$ cat config.mk
export PLATFORM = sky130hd
export DESIGN_NAME = dmi_sba_loader
export DESIGN_NICKNAME = d
export VERILOG_FILES = /design/src/rtl/dmi_sba_loader.sv
export SDC_FILE = /design/constraint.sdc
export NUM_CORES = 1
export LEC_CHECK = 0
export ABC_AREA = 1
export BUFFER_PORTS_ARGS = -buffer_cell sky130_fd_sc_hd__buf_2
export CORE_AREA = 2 2 166 233
export DETAILED_ROUTE_END_ITERATION = 16
export DIE_AREA = 0 0 168 235
export HOLD_SLACK_MARGIN = 0.12
export PLACE_DENSITY_LB_ADDON = 0.12
export SLEW_MARGIN = 15
export SYNTH_ARGS = -nofsm -noshare
export SYNTH_HDL_FRONTEND = slang
export SYNTH_SLANG_ARGS = --single-unit
export TNS_END_PERCENT = 30
$ cat constraint.sdc
create_clock -name clk_i -period 3 [get_ports clk_i]
set_input_delay 0.3 -clock clk_i [delete_from_list [all_inputs] [get_ports clk_i]]
set_output_delay 0.3 -clock clk_i [all_outputs]
set_load 0.005 [all_outputs]
$ cat src/rtl/dmi_sba_loader.sv
// Streams word writes into target memory through the RISC-V debug System Bus
// Access registers over DMI, skipping SBAddress0 writes when addresses are contiguous.
module dmi_sba_loader #(
   parameter int PollInterval = 128,
   parameter int PollTimeout  = 1024
) (
   input  logic        clk_i,
   input  logic        rst_ni,
   input  logic        wr_valid_i,
   output logic        wr_ready_o,
   input  logic [31:0] wr_addr_i,
   input  logic [31:0] wr_data_i,
   input  logic        flush_i,
   output logic        flush_done_o,
   output logic        err_o,
   input  logic        err_clr_i,
   output logic        dmi_req_valid_o,
   input  logic        dmi_req_ready_i,
   output logic [6:0]  dmi_req_addr_o,
   output logic [1:0]  dmi_req_op_o,
   output logic [31:0] dmi_req_data_o,
   input  logic        dmi_resp_valid_i,
   output logic        dmi_resp_ready_o,
   input  logic [31:0] dmi_resp_data_i,
   input  logic [1:0]  dmi_resp_resp_i
);

   localparam logic [6:0]  AddrSbcs    = 7'h38;
   localparam logic [6:0]  AddrSbAddr0 = 7'h39;
   localparam logic [6:0]  AddrSbData0 = 7'h3C;
   localparam logic [1:0]  OpRead      = 2'd1;
   localparam logic [1:0]  OpWrite     = 2'd2;
   localparam logic [31:0] SbcsCfg     = 32'h0005_0000;

   typedef enum logic [2:0] {IDLE, CFG, ADDR, DATA, POLL, ERR} state_e;

   state_e      state;
   logic        ready_en;
   logic        cfg_done;
   logic        flushing;
   logic [31:0] exp_addr;
   logic [31:0] cap_addr;
   logic [31:0] cap_data;
   logic [31:0] word_cnt;
   logic [31:0] poll_cnt;
   logic        resp_fire;
   logic        sbcs_fault;
   logic        sbcs_busy;
   logic        unused_resp;

   assign resp_fire   = dmi_resp_ready_o && dmi_resp_valid_i;
   assign sbcs_fault  = dmi_resp_data_i[22] || (dmi_resp_data_i[14:12] != 3'd0);
   assign sbcs_busy   = dmi_resp_data_i[21];
   assign unused_resp = ^{dmi_resp_data_i[31:23], dmi_resp_data_i[20:15], dmi_resp_data_i[11:0]};

   // ready_en keeps wr_ready_o low until the first clock after reset release
   assign wr_ready_o = ready_en && (state == IDLE) && !err_o && !flush_i;

   // Every transaction state launches its request on entry, then waits for the response
   always_ff @(posedge clk_i or negedge rst_ni) begin
      if (!rst_ni) begin
         state            <= IDLE;
         ready_en         <= 1'b0;
         cfg_done         <= 1'b0;
         flushing         <= 1'b0;
         exp_addr         <= '0;
         cap_addr         <= '0;
         cap_data         <= '0;
         word_cnt         <= '0;
         poll_cnt         <= '0;
         flush_done_o     <= 1'b0;
         err_o            <= 1'b0;
         dmi_req_valid_o  <= 1'b0;
         dmi_req_addr_o   <= '0;
         dmi_req_op_o     <= '0;
         dmi_req_data_o   <= '0;
         dmi_resp_ready_o <= 1'b0;
      end else begin
         ready_en     <= 1'b1;
         flush_done_o <= 1'b0;
         if (dmi_req_valid_o && dmi_req_ready_i) begin
            dmi_req_valid_o  <= 1'b0;
            dmi_resp_ready_o <= 1'b1;
         end
         if (resp_fire) begin
            dmi_resp_ready_o <= 1'b0;
         end

         if (resp_fire && (dmi_resp_resp_i != 2'd0)) begin
            state <= ERR;
            err_o <= 1'b1;
         end else begin
            unique case (state)
               IDLE: begin
                  if (ready_en && flush_i) begin
                     flushing        <= 1'b1;
                     poll_cnt        <= '0;
                     state           <= POLL;
                     dmi_req_valid_o <= 1'b1;
                     dmi_req_addr_o  <= AddrSbcs;
                     dmi_req_op_o    <= OpRead;
                     dmi_req_data_o  <= '0;
                  end else if (wr_valid_i && wr_ready_o) begin
                     cap_addr        <= wr_addr_i;
                     cap_data        <= wr_data_i;
                     dmi_req_valid_o <= 1'b1;
                     dmi_req_op_o    <= OpWrite;
                     if (!cfg_done) begin
                        state          <= CFG;
                        dmi_req_addr_o <= AddrSbcs;
                        dmi_req_data_o <= SbcsCfg;
                     end else if (wr_addr_i == exp_addr) begin
                        state          <= DATA;
                        dmi_req_addr_o <= AddrSbData0;
                        dmi_req_data_o <= wr_data_i;
                     end else begin
                        state          <= ADDR;
                        dmi_req_addr_o <= AddrSbAddr0;
                        dmi_req_data_o <= wr_addr_i;
                     end
                  end
               end
               CFG: begin
                  if (resp_fire) begin
                     cfg_done        <= 1'b1;
                     state           <= ADDR;
                     dmi_req_valid_o <= 1'b1;
                     dmi_req_addr_o  <= AddrSbAddr0;
                     dmi_req_op_o    <= OpWrite;
                     dmi_req_data_o  <= cap_addr;
                  end
               end
               ADDR: begin
                  if (resp_fire) begin
                     state           <= DATA;
                     dmi_req_valid_o <= 1'b1;
                     dmi_req_addr_o  <= AddrSbData0;
                     dmi_req_op_o    <= OpWrite;
                     dmi_req_data_o  <= cap_data;
                  end
               end
               DATA: begin
                  if (resp_fire) begin
                     exp_addr <= cap_addr + 32'd4;
                     if (word_cnt + 32'd1 == 32'(PollInterval)) begin
                        word_cnt        <= '0;
                        flushing        <= 1'b0;
                        poll_cnt        <= '0;
                        state           <= POLL;
                        dmi_req_valid_o <= 1'b1;
                        dmi_req_addr_o  <= AddrSbcs;
                        dmi_req_op_o    <= OpRead;
                        dmi_req_data_o  <= '0;
                     end else begin
                        word_cnt <= word_cnt + 32'd1;
                        state    <= IDLE;
                     end
                  end
               end
               POLL: begin
                  if (resp_fire) begin
                     if (sbcs_fault) begin
                        state <= ERR;
                        err_o <= 1'b1;
                     end else if (sbcs_busy) begin
                        if (poll_cnt + 32'd1 == 32'(PollTimeout)) begin
                           state <= ERR;
                           err_o <= 1'b1;
                        end else begin
                           poll_cnt        <= poll_cnt + 32'd1;
                           dmi_req_valid_o <= 1'b1;
                        end
                     end else begin
                        if (flushing) begin
                           flush_done_o <= 1'b1;
                           word_cnt     <= '0;
                        end
                        flushing <= 1'b0;
                        state    <= IDLE;
                     end
                  end
               end
               ERR: begin
                  if (err_clr_i) begin
                     err_o    <= 1'b0;
                     cfg_done <= 1'b0;
                     word_cnt <= '0;
                     flushing <= 1'b0;
                     state    <= IDLE;
                  end
               end
               default: state <= IDLE;
            endcase
         end
      end
   end

endmodule

==> out/results.tsv, run 1 <==
stage	metric	value	unit
run_status	run_status	finished clean	
timing	slew_headroom	27.1	%
setup_path	required	3.43	ns
global_route	antenna_found_initial	2	
pwr	cell_area_power_density	749	nW/µm²
logic_synthesis	post_synth.cell_area_avg	6.79	µm²
place	dp.final_hpwl	33500	µm
setup_path	critPathArrivalTime	3.17	ns
hold_path	holdPathStages	3	
setup_path	timing.reg2reg.setup_slack	0.26	ns
timing	tightest_slew	1.09	ns
clock_tree	cts-root-buf	clkbuf_16	
timing	min_period	2.74	ns
logic_synthesis	yosysWarnings	0	
logic_synthesis	synth_seq_cells	207	
die	core-area	37300	µm²
pwr	power_switching_share	41.4	%
finish	final_cell_area	16000	µm²
hold_path	holdPathEnd	cap_addr[18]	
timing	report.final.setup_viol	0	
route	number_of_drc_violations_after_detailed_routing	0	
place	port_buffers	121	
die	top_level_ports	151	
timing	fmax	365	MHz
logic_synthesis	yosysSeqAreaShare	40.1	%
die	floorplan.die_area	39500	µm²
global_route	grt_pass1_vias	13300	
clock_tree	cts_tree	yes	
timing	rsz0062_at_grt	false	
finish	fill_cells	3931	
setup_path	crit_fanout	37	
route	ant_nets	0	
pwr	share_clk_of_total_power	27.9	%
clock_tree	ctsHtreeMaxLevel	1	
place	pre_cts_ws	0.0904	ns
clock_tree	clock_sink_count	207	
die	initial_utilization	34.6	%
finish	final_util	42.8	%
route	wl_per_cell	17.7	µm
logic_synthesis	synth_cell_type_count	42	
logic_synthesis	netlist_instances	1901	
timing	period_share	91.4	%
setup_path	timing.reg2reg.worst_path_depth	16	
timing	timing.clock.skew	0.0141	ns
clock_tree	tritoncts.num_buffers	25	
logic_synthesis	yosys_most_used_dff	dfrtp_1	
timing	finalHoldViolCount	0	
logic_synthesis	synthDominantCellAreaShare	40.1	%
clock_tree	clkSlewWorstSetupHoldPaths	0.07	ns
route	detail_route.first_pass.iterations	7	
pwr	power.net_switching	0.00496	W
setup_path	startpoint_type	register	
pwr	irDropWorstVdd	0.502	mV
route	post_drt_via_cell_ratio	5.02	
route	detail_route.iter0.violations	843	
place	place.gp.congestion	0.867	
die	num_rows	84	
timing	worst_slack	0.259	ns
logic_synthesis	synth_edf_count	0	
job	timing.max_cap.violations	0	
logic_synthesis	syn_area	12900	µm²
finish	final_common_cell	nand2_1	
logic_synthesis	yosys-top-cells-area	dfrtp_1 (40%), nand2_1 (17%), nor2_1 (6.7%)	
global_route	grt_first_pass_wirelength	73700	µm
hold_path	hp-start	wr_addr_i[18]	
setup_path	r2r-start	word_cnt[1]	
global_route	pin_count_of_the_biggest_net_entering_global_routing	92	
logic_synthesis	synth_top_cell_by_area	dfrtp_1	
global_route	global_route.overflow_total	0	
die	die_x	168	µm
setup_path	r2r_end	dmi_req_data_o[0]	
pwr	share_comb_of_total_power	40.4	%
global_route	grtUsageTotal	23.5	%
pwr	p_int	0.00702	W
setup_path	worst_setup_end_kind	register	
finish	layout_cell_share_with_drive_strength_beyond_1	12.5	%
pwr	power.leakage	7.74	nW
finish	layout.cells.non_filler	2594	
finish	design.final.nets	2209	
die	die_y	235	µm
route	wl	45900	µm
clock_tree	cts-root-to-sink-buffers	3	
pwr	seq_power_share	31.7	%
finish	most-common-layout-cells	nand2_1 (594), nor2_1 (227), inv_1 (219)	
finish	syn2layout_area_growth	23.8	%
setup_path	critPathKind	reg2reg	
route	num_vias	13000	
hold_path	hp-class	in2reg	
place	placed_cells	2479	
place	dpl_cell_area	14400	µm²
clock_tree	clk-insertion-delay-late	0.55	ns
timing	timing_max_transition_violations_final	0	
timing	fin_tns_setup	0	ns
logic_synthesis	synthArstFlopShare	100	%
==> worst max path at each step <==
| stage | start | to | slack (ns) | cells after the start |
|---|---|---|---|---|
| final | word_cnt[1] | dmi_req_data_o[0] | 0.26 | 16 |
| after global routing | poll_cnt[1] | poll_cnt[9] | 0.0007 | 15 |
| after CTS | word_cnt[1] | dmi_req_data_o[5] | 0.06 | 16 |
| after detailed placement | word_cnt[1] | dmi_req_data_o[15] | 0.09 | 16 |
| after global placement | word_cnt[1] | dmi_req_op_o[0] | 0.12 | 16 |
| after floorplan | word_cnt[0] | dmi_req_data_o[26] | 0.68 | 15 |
==> flip-flops by register name, indices dropped and copies added (netlist names), 2 cells and up <==
name,flops
dmi_req_data_o,32
exp_addr,32
cap_data,32
state,3
dmi_req_op_o,2
word_cnt,32
cap_addr,32
dmi_req_addr_o,3
poll_cnt,32
==> per-layer routing <==
metal  vias up  wire (µm)  GRT usage [%]
li1       6519          -              -
met1      6117      17900           26.6
met2       302      24300           44.3
met3        80       1820           2.85
met4         0       1880           9.49
met5         -          0              0
==> stage by stage <==
stage | total power (W) | hold slack, ns
2_1_floorplan | 0.00670 | 0.00441
3_3_place_gp | 0.00857 | 0.393
3_5_place_dp | 0.00862 | 0.370
4_1_cts | 0.0121 | 0.133
5_1_grt | 0.0128 | 0.140
6_report | 0.0120 | 0.151
==> critical path, cell delays in order, from the launching register on <==
cell	delay, ns
dfrtp_1	0.39
ha_1	0.20
nand2_1	0.12
nor2_4	0.21
nand2_1	0.13
o21ai_1	0.15
nand2_1	0.11
nor2_1	0.17
nand2_1	0.09
nor2_2	0.18
nand3_2	0.17
a21oi_4	0.18
buf_12	0.15
nand2_4	0.05
buf_12	0.19
nand2_1	0.08
nand2_1	0.04
==> power by group through the flow <==
| stage | sequential (W) | combinational (W) | clock, W |
|---|---|---|---|
| finish | 0.00380 | 0.00484 | 0.00334 |
| global route | 0.00388 | 0.00540 | 0.00352 |
| CTS | 0.00380 | 0.00487 | 0.00342 |
| detailed placement | 0.00384 | 0.00478 | 0 |
| global placement | 0.00384 | 0.00473 | 0 |
| floorplan | 0.00374 | 0.00296 | 0 |
==> what timing repair did <==
item	in CTS	in global routing
setup endpoints to repair	0	76
resized for setup	0	12
endpoints found under the hold margin	152	0
buffers inserted	0	1
hold buffers	66	0
==> area by class of cell <==
type                       instances  area (µm²)  area share, %
tap                              473         592           3.70
antenna                            3        7.51         0.0470
clock buffer                      30         684           4.28
timing repair buffer             250        1860           11.6
inverter                         224         841           5.26
clock inverter                    15         201           1.26
sequential                       207        5180           32.4
multi-input combinational       1392        6620           41.4
==> cells in the mapped netlist, types with 8 or more instances <==
master    number
o21ai_0       76
buf_2         18
nor3_1        16
nor2_2         8
o22ai_1       44
a21oi_1       55
dfrtp_1      207
nand4_1       88
xnor2_1       21
inv_1        219
nand3b_1      43
nand3_1      149
clkbuf_1      51
xor2_1        27
nand2_1      594
nor2_1       232
==> cell families after synthesis <==
group / after synthesis / share of synthesized area, %
DFF: 207 / 40.1
and+or+nand+nor: 1146 / 38.6
xor gates and xnor gates: 48 / 3.26
other: 2 / 0.0582
AOI/OAI and AO/OA: 188 / 8.00
adders and majority gates: 4 / 0.388
buffers and inverters: 303 / 9.30
muxes: 3 / 0.262
(Power assumes the default switching activity.)
==> inputs of run 2 (changes only) <==
--- a/config.mk
+++ b/config.mk
@@ -10,6 +10,7 @@
 export CORE_AREA = 2 2 166 233
 export DETAILED_ROUTE_END_ITERATION = 16
 export DIE_AREA = 0 0 168 235
+export GPL_TIMING_DRIVEN = 0
 export HOLD_SLACK_MARGIN = 0.12
 export PLACE_DENSITY_LB_ADDON = 0.12
 export SLEW_MARGIN = 15
==> run 2 against run 1 <==
  * Combinational power grew 5.2%
  * Critical path type unchanged
  * Core utilization grew 0.59 points
  * Die area unchanged
  * Clock skew rose by 0.0061 ns
  * Global-route usage grew 0.42 points
  * Final cell count up 1.3%
  * Sequential cell count unchanged
  * Non-clock buffer count rose by 36
  * Power grew 1.3%
  * Clock-buffer cell count is 2 higher
  * Critical path depth unchanged
==> out/results.tsv, run 2 (same netlist as run 1, synthesis figures left out) <==
stage	metric	value	unit
finish	final_common_cell	nand2_1	
die	num_rows	84	
clock_tree	tritoncts.num_buffers	25	
route	wl_per_cell	18.5	µm
place	dp.final_hpwl	36900	µm
pwr	cell_area_power_density	749	nW/µm²
timing	finalHoldViolCount	0	
job	timing.max_cap.violations	0	
route	num_vias	13500	
route	post_drt_via_cell_ratio	5.14	
finish	final_cell_area	16200	µm²
finish	layout_cell_share_with_drive_strength_beyond_1	13.5	%
clock_tree	clk-insertion-delay-late	0.56	ns
hold_path	hp-class	in2reg	
die	core-area	37300	µm²
setup_path	path_delay_family	simple AND/OR/NAND/NOR gates	
place	placed_cells	2498	
hold_path	hp-start	wr_addr_i[18]	
finish	layout.cells.non_filler	2627	
timing	min_period	2.87	ns
clock_tree	clkSlewWorstSetupHoldPaths	0.06	ns
finish	syn2layout_area_growth	25.5	%
finish	design.final.nets	2245	
setup_path	critPathKind	reg2reg	
die	floorplan.die_area	39500	µm²
setup_path	slowest_delay	0.43	ns
die	initial_utilization	34.6	%
global_route	pin_count_of_the_biggest_net_entering_global_routing	86	
setup_path	r2r-start	word_cnt[1]	
clock_tree	clock_sink_count	207	
die	die_x	168	µm
pwr	power.leakage	7.78	nW
timing	timing_max_transition_violations_final	0	
pwr	irDropWorstVdd	0.462	mV
global_route	grt_pass1_vias	13100	
finish	final_util	43.4	%
setup_path	worst_setup_end_kind	register	
timing	fmax	349	MHz
route	wl	48500	µm
setup_path	crit_buf_inv	2	
finish	most-common-layout-cells	nand2_1 (591), inv_1 (218), nor2_1 (210)	
setup_path	path_common_cell	nand2_1	
setup_path	critical-path-slowest-cell	dfrtp_1	
run_status	run_status	finished clean	
route	ant_nets	0	
place	dpl_cell_area	14200	µm²
clock_tree	cts-root-to-sink-buffers	3	
timing	tightest_slew	0.846	ns
setup_path	required	3.43	ns
die	top_level_ports	151	
place	place.gp.congestion	0.917	
global_route	antenna_found_initial	2	
timing	worst_slack	0.134	ns
setup_path	crit_chain	ha_4 -> nand2_1 -> nor2_4 -> nand2_4 -> o21ai_1 -> nand2_1 -> nor2_2 -> nand2_1 -> nor2_4 -> nand3_4 -> buf_4 -> nand2_2 -> nand4_4 -> clkbuf_16 -> nand2_1 -> nand2_1	
global_route	grt_first_pass_wirelength	73700	µm
route	number_of_drc_violations_after_detailed_routing	0	
timing	slew_headroom	43.2	%
place	port_buffers	121	
setup_path	worst_setup_path_startpoint	word_cnt[1]	
timing	report.final.setup_viol	0	
clock_tree	cts_tree	yes	
die	die_y	235	µm
clock_tree	ctsHtreeMaxLevel	1	
route	detail_route.first_pass.iterations	5	
setup_path	critPathArrivalTime	3.30	ns
timing	period_share	95.5	%
clock_tree	cts-root-buf	clkbuf_16	
global_route	grtUsageTotal	23.9	%
setup_path	startpoint_type	register	
pwr	fin_total_pwr	0.0121	W
route	detail_route.iter0.violations	838	
setup_path	crit_fanout	8	
timing	timing.clock.skew	0.0203	ns
global_route	global_route.overflow_total	0	
place	pre_cts_ws	-0.294	ns
-- run 2: worst paths after layout --
check | slack [ns] | cells past startpoint | end
max | 0.13 | 16 | poll_cnt[20]
min | 0.15 | 3 | cap_addr[18]
max reg2reg | 0.13 | 16 | poll_cnt[20]
min reg2reg | 0.47 | 2 | dmi_req_data_o[24]
max in group asynchronous | 1.95 | 3 | poll_cnt[0]
min in group asynchronous | 0.23 | 2 | cap_addr[11]
-- run 2: per-layer routing --
layer | track usage (%) | part of all wire, % | up-vias
li1 | - | - | 6606
met1 | 26.3 | 38 | 6383
met2 | 45.2 | 52 | 388
met3 | 2.36 | 3.8 | 114
met4 | 12.2 | 5.9 | 0
met5 | 0 | 0 | -
-- run 2: cell type report --
class / count / area [µm²]
Clock buffer: 32 / 682
Inverter: 224 / 847
Timing Repair Buffer: 207 / 1520
Multi-Input combinational cell: 1392 / 6800
Clock inverter: 11 / 169
Fill cell: 3905 / 21100
Buffer: 79 / 413
Sequential cell: 207 / 5180
Antenna cell: 2 / 5.00
Tap cell: 473 / 592
-- run 2: worst reg2reg max path: cells and delay by family (launching register included) --
kind,cells,cell delay (ns)
and+or+nand+nor,12,1.56
buffers and inverters,2,0.44
adders and majority gates,1,0.18
DFF,1,0.43
AOI/OAI and AO/OA,1,0.15
-- run 2: power breakdown --
group          switching, W  leakage [nW]  internal [W]  total, W
combinational       0.00327          4.79       0.00182   0.00509
sequential         0.000400          2.57       0.00338   0.00378
clock               0.00131         0.416       0.00195   0.00326
total               0.00499          7.78       0.00714    0.0121
-- run 2: repair_timing --
action,4_1_cts,5_1_grt
endpoints found under the hold margin,203,0
gates cloned,0,3
pin swaps,3,13
gates resized for setup,16,95
buffers inserted,5,11
hold buffers,65,0
setup endpoints to repair,94,183
-- run 2: per-stage QoR --
step                TNS, ns  hold slack (ns)
floorplan                 0          0.00441
global route         -0.202            0.174
CTS                       0            0.156
global placement    -492.76            0.455
detailed placement   -16.72            0.233
finish                    0            0.150
==> inputs of run 3 (changes only) <==
==> constraint.sdc (replaced) <==
create_clock -name clk_i -period 3.5 [get_ports clk_i]
set_input_delay 0.35 -clock clk_i [delete_from_list [all_inputs] [get_ports clk_i]]
set_output_delay 0.35 -clock clk_i [all_outputs]
set_load 0.005 [all_outputs]
==> run 3 against run 2 <==
  * Wire length shrank 2.2%
  * Register-to-register slack better by 0.17 ns
  * Sequential cell count did not move
  * Critical endpoint is now dmi_req_op_o[0]
  * Largest cell class unchanged
  * Highest routed layer unchanged
==> out/results.tsv, run 3 (same netlist as run 1, synthesis figures left out) <==
stage	metric	value	unit
run_status	run_status	finished clean	
timing	min_period	3.19	ns
setup_path	critPathKind	reg2reg	
timing	tightest_slew	0.910	ns
clock_tree	cts-root-to-sink-buffers	3	
global_route	grt_first_pass_wirelength	73100	µm
setup_path	crit_chain	ha_1 -> nand2_1 -> nor2_2 -> nand2_1 -> inv_1 -> nand2_1 -> nand2_1 -> nand2_1 -> nor2_1 -> nand2_1 -> nor2_1 -> nand3_1 -> a21oi_4 -> buf_12 -> buf_2 -> nand4_1 -> nand2_1	
timing	worst_slack	0.305	ns
pwr	power.leakage	7.53	nW
hold_path	hp-class	in2reg	
clock_tree	cts-root-buf	clkbuf_16	
timing	timing_max_transition_violations_final	0	
place	port_buffers	121	
clock_tree	clock_sink_count	207	
finish	final_common_cell	nand2_1	
route	post_drt_via_cell_ratio	5.13	
route	ant_nets	0	
route	wl_per_cell	18.3	µm
pwr	irDropWorstVdd	0.394	mV
die	die_x	168	µm
setup_path	crit_fanout	10	
route	wl	47400	µm
global_route	grtUsageTotal	23.8	%
global_route	global_route.overflow_total	0	
pwr	share_clk_of_total_power	27.8	%
setup_path	path_common_cell	nand2_1	
route	num_vias	13300	
route	detail_route.first_pass.iterations	5	
timing	finalHoldWorstSlack	0.136	ns
pwr	p_int	0.00590	W
timing	report.final.setup_viol	0	
setup_path	critPathArrivalTime	3.67	ns
pwr	share_comb_of_total_power	39.9	%
die	top_level_ports	151	
pwr	fin_total_pwr	0.0100	W
die	num_rows	84	
route	detail_route.iter0.violations	819	
finish	final-seq-area	5180	µm²
setup_path	slowest_delay	0.41	ns
finish	design.final.nets	2210	
die	core-area	37300	µm²
clock_tree	cts_tree	yes	
clock_tree	ctsHtreeMaxLevel	1	
finish	multi_input_comb_area	6550	µm²
place	place.gp.congestion	0.917	
setup_path	worst_setup_end_kind	register	
finish	fill_cells	3953	
finish	syn2layout_area_growth	20.4	%
timing	slew_headroom	39.2	%
global_route	antenna_found_initial	2	
clock_tree	clkSlewWorstSetupHoldPaths	0.06	ns
die	die_y	235	µm
clock_tree	tritoncts.num_buffers	25	
place	pre_cts_ws	0.206	ns
pwr	seq_power_share	32.2	%
finish	most-common-layout-cells	nand2_1 (594), nor2_1 (230), inv_1 (219)	
timing	rsz0062_at_grt	false	
finish	final_cell_area	15500	µm²
place	dpl_cell_area	14200	µm²
pwr	power.net_switching	0.00413	W
die	floorplan.die_area	39500	µm²
setup_path	startpoint_type	register	
global_route	pin_count_of_the_biggest_net_entering_global_routing	86	
clock_tree	clk-insertion-delay-late	0.56	ns
timing	fin_tns_setup	0	ns
route	number_of_drc_violations_after_detailed_routing	0	
place	dp.final_hpwl	36900	µm
pwr	power_switching_share	41.2	%
global_route	grt_pass1_vias	13000	
timing	period_share	91.3	%
setup_path	critical-path-slowest-cell	dfrtp_1	
finish	layout_cell_share_with_drive_strength_beyond_1	10.3	%
timing	fmax	313	MHz
timing	finalHoldViolCount	0	
timing	timing.clock.skew	0.0214	ns
job	timing.max_cap.violations	0	
pwr	cell_area_power_density	645	nW/µm²
setup_path	required	3.97	ns
die	initial_utilization	34.6	%
==> run 3: worst max-delay path: cells and delay by family (launching register included) <==
kind / cells / cell delay [ns]
compound gates: 1 / 0.24
buf+inv: 3 / 0.56
flops: 1 / 0.41
fa+ha+maj: 1 / 0.28
simple gates: 12 / 1.61
==> run 3: power groups by stage <==
stage               Sequential [W]  Combinational (W)  Clock, W
floorplan                  0.00321            0.00253         0
global placement           0.00326            0.00392         0
detailed placement         0.00328            0.00396         0
CTS                        0.00324            0.00401   0.00285
global route               0.00329            0.00447   0.00292
finish                     0.00323            0.00400   0.00279
==> run 3: worst paths after layout <==
kind | start | to | slack, ns | depth (start not counted)
worst max-delay path | word_cnt[0] | dmi_req_op_o[0] | 0.31 | 17
worst min-delay path | wr_addr_i[25] | cap_addr[25] | 0.14 | 3
worst max register to register | word_cnt[0] | dmi_req_op_o[0] | 0.31 | 17
worst min register to register | dmi_req_data_o[24] | dmi_req_data_o[24] | 0.47 | 2
max in group asynchronous | rst_ni | poll_cnt[16] | 2.41 | 3
min in group asynchronous | rst_ni | cap_addr[11] | 0.28 | 2
==> run 3: layout make-up <==
class | count | area share, %
inverters | 224 | 5.41
repair buffers | 172 | 7.53
clock buffers | 32 | 4.39
multi-input cells | 1392 | 42.1
clock inverters | 11 | 1.09
plain buffers | 79 | 2.32
flip-flops and latches | 207 | 33.3
diodes | 2 | 0.0322
well taps | 473 | 3.81
==> run 3: through the flow <==
stage	instances	utilization [%]
finish	2592	41.7
detailed placement	2498	38.0
floorplan	1902	-
global route	2592	41.7
CTS	2589	41.6
global placement	2496	37.8
==> run 3: repair_timing <==
item,4_1_cts,5_1_grt
hold endpoints to repair,92,0
resized for setup,0,2
endpoints found under the setup margin,0,38
setup buffers,0,1
hold buffers,48,0
==> run 3: routing by layer <==
layer	track usage [%]	wire [µm]	part of all wire [%]
met1	26.2	18000	38
met2	44.7	24700	52
met3	2.43	1910	4.0
met4	12.2	2780	5.9
met5	0	0	0
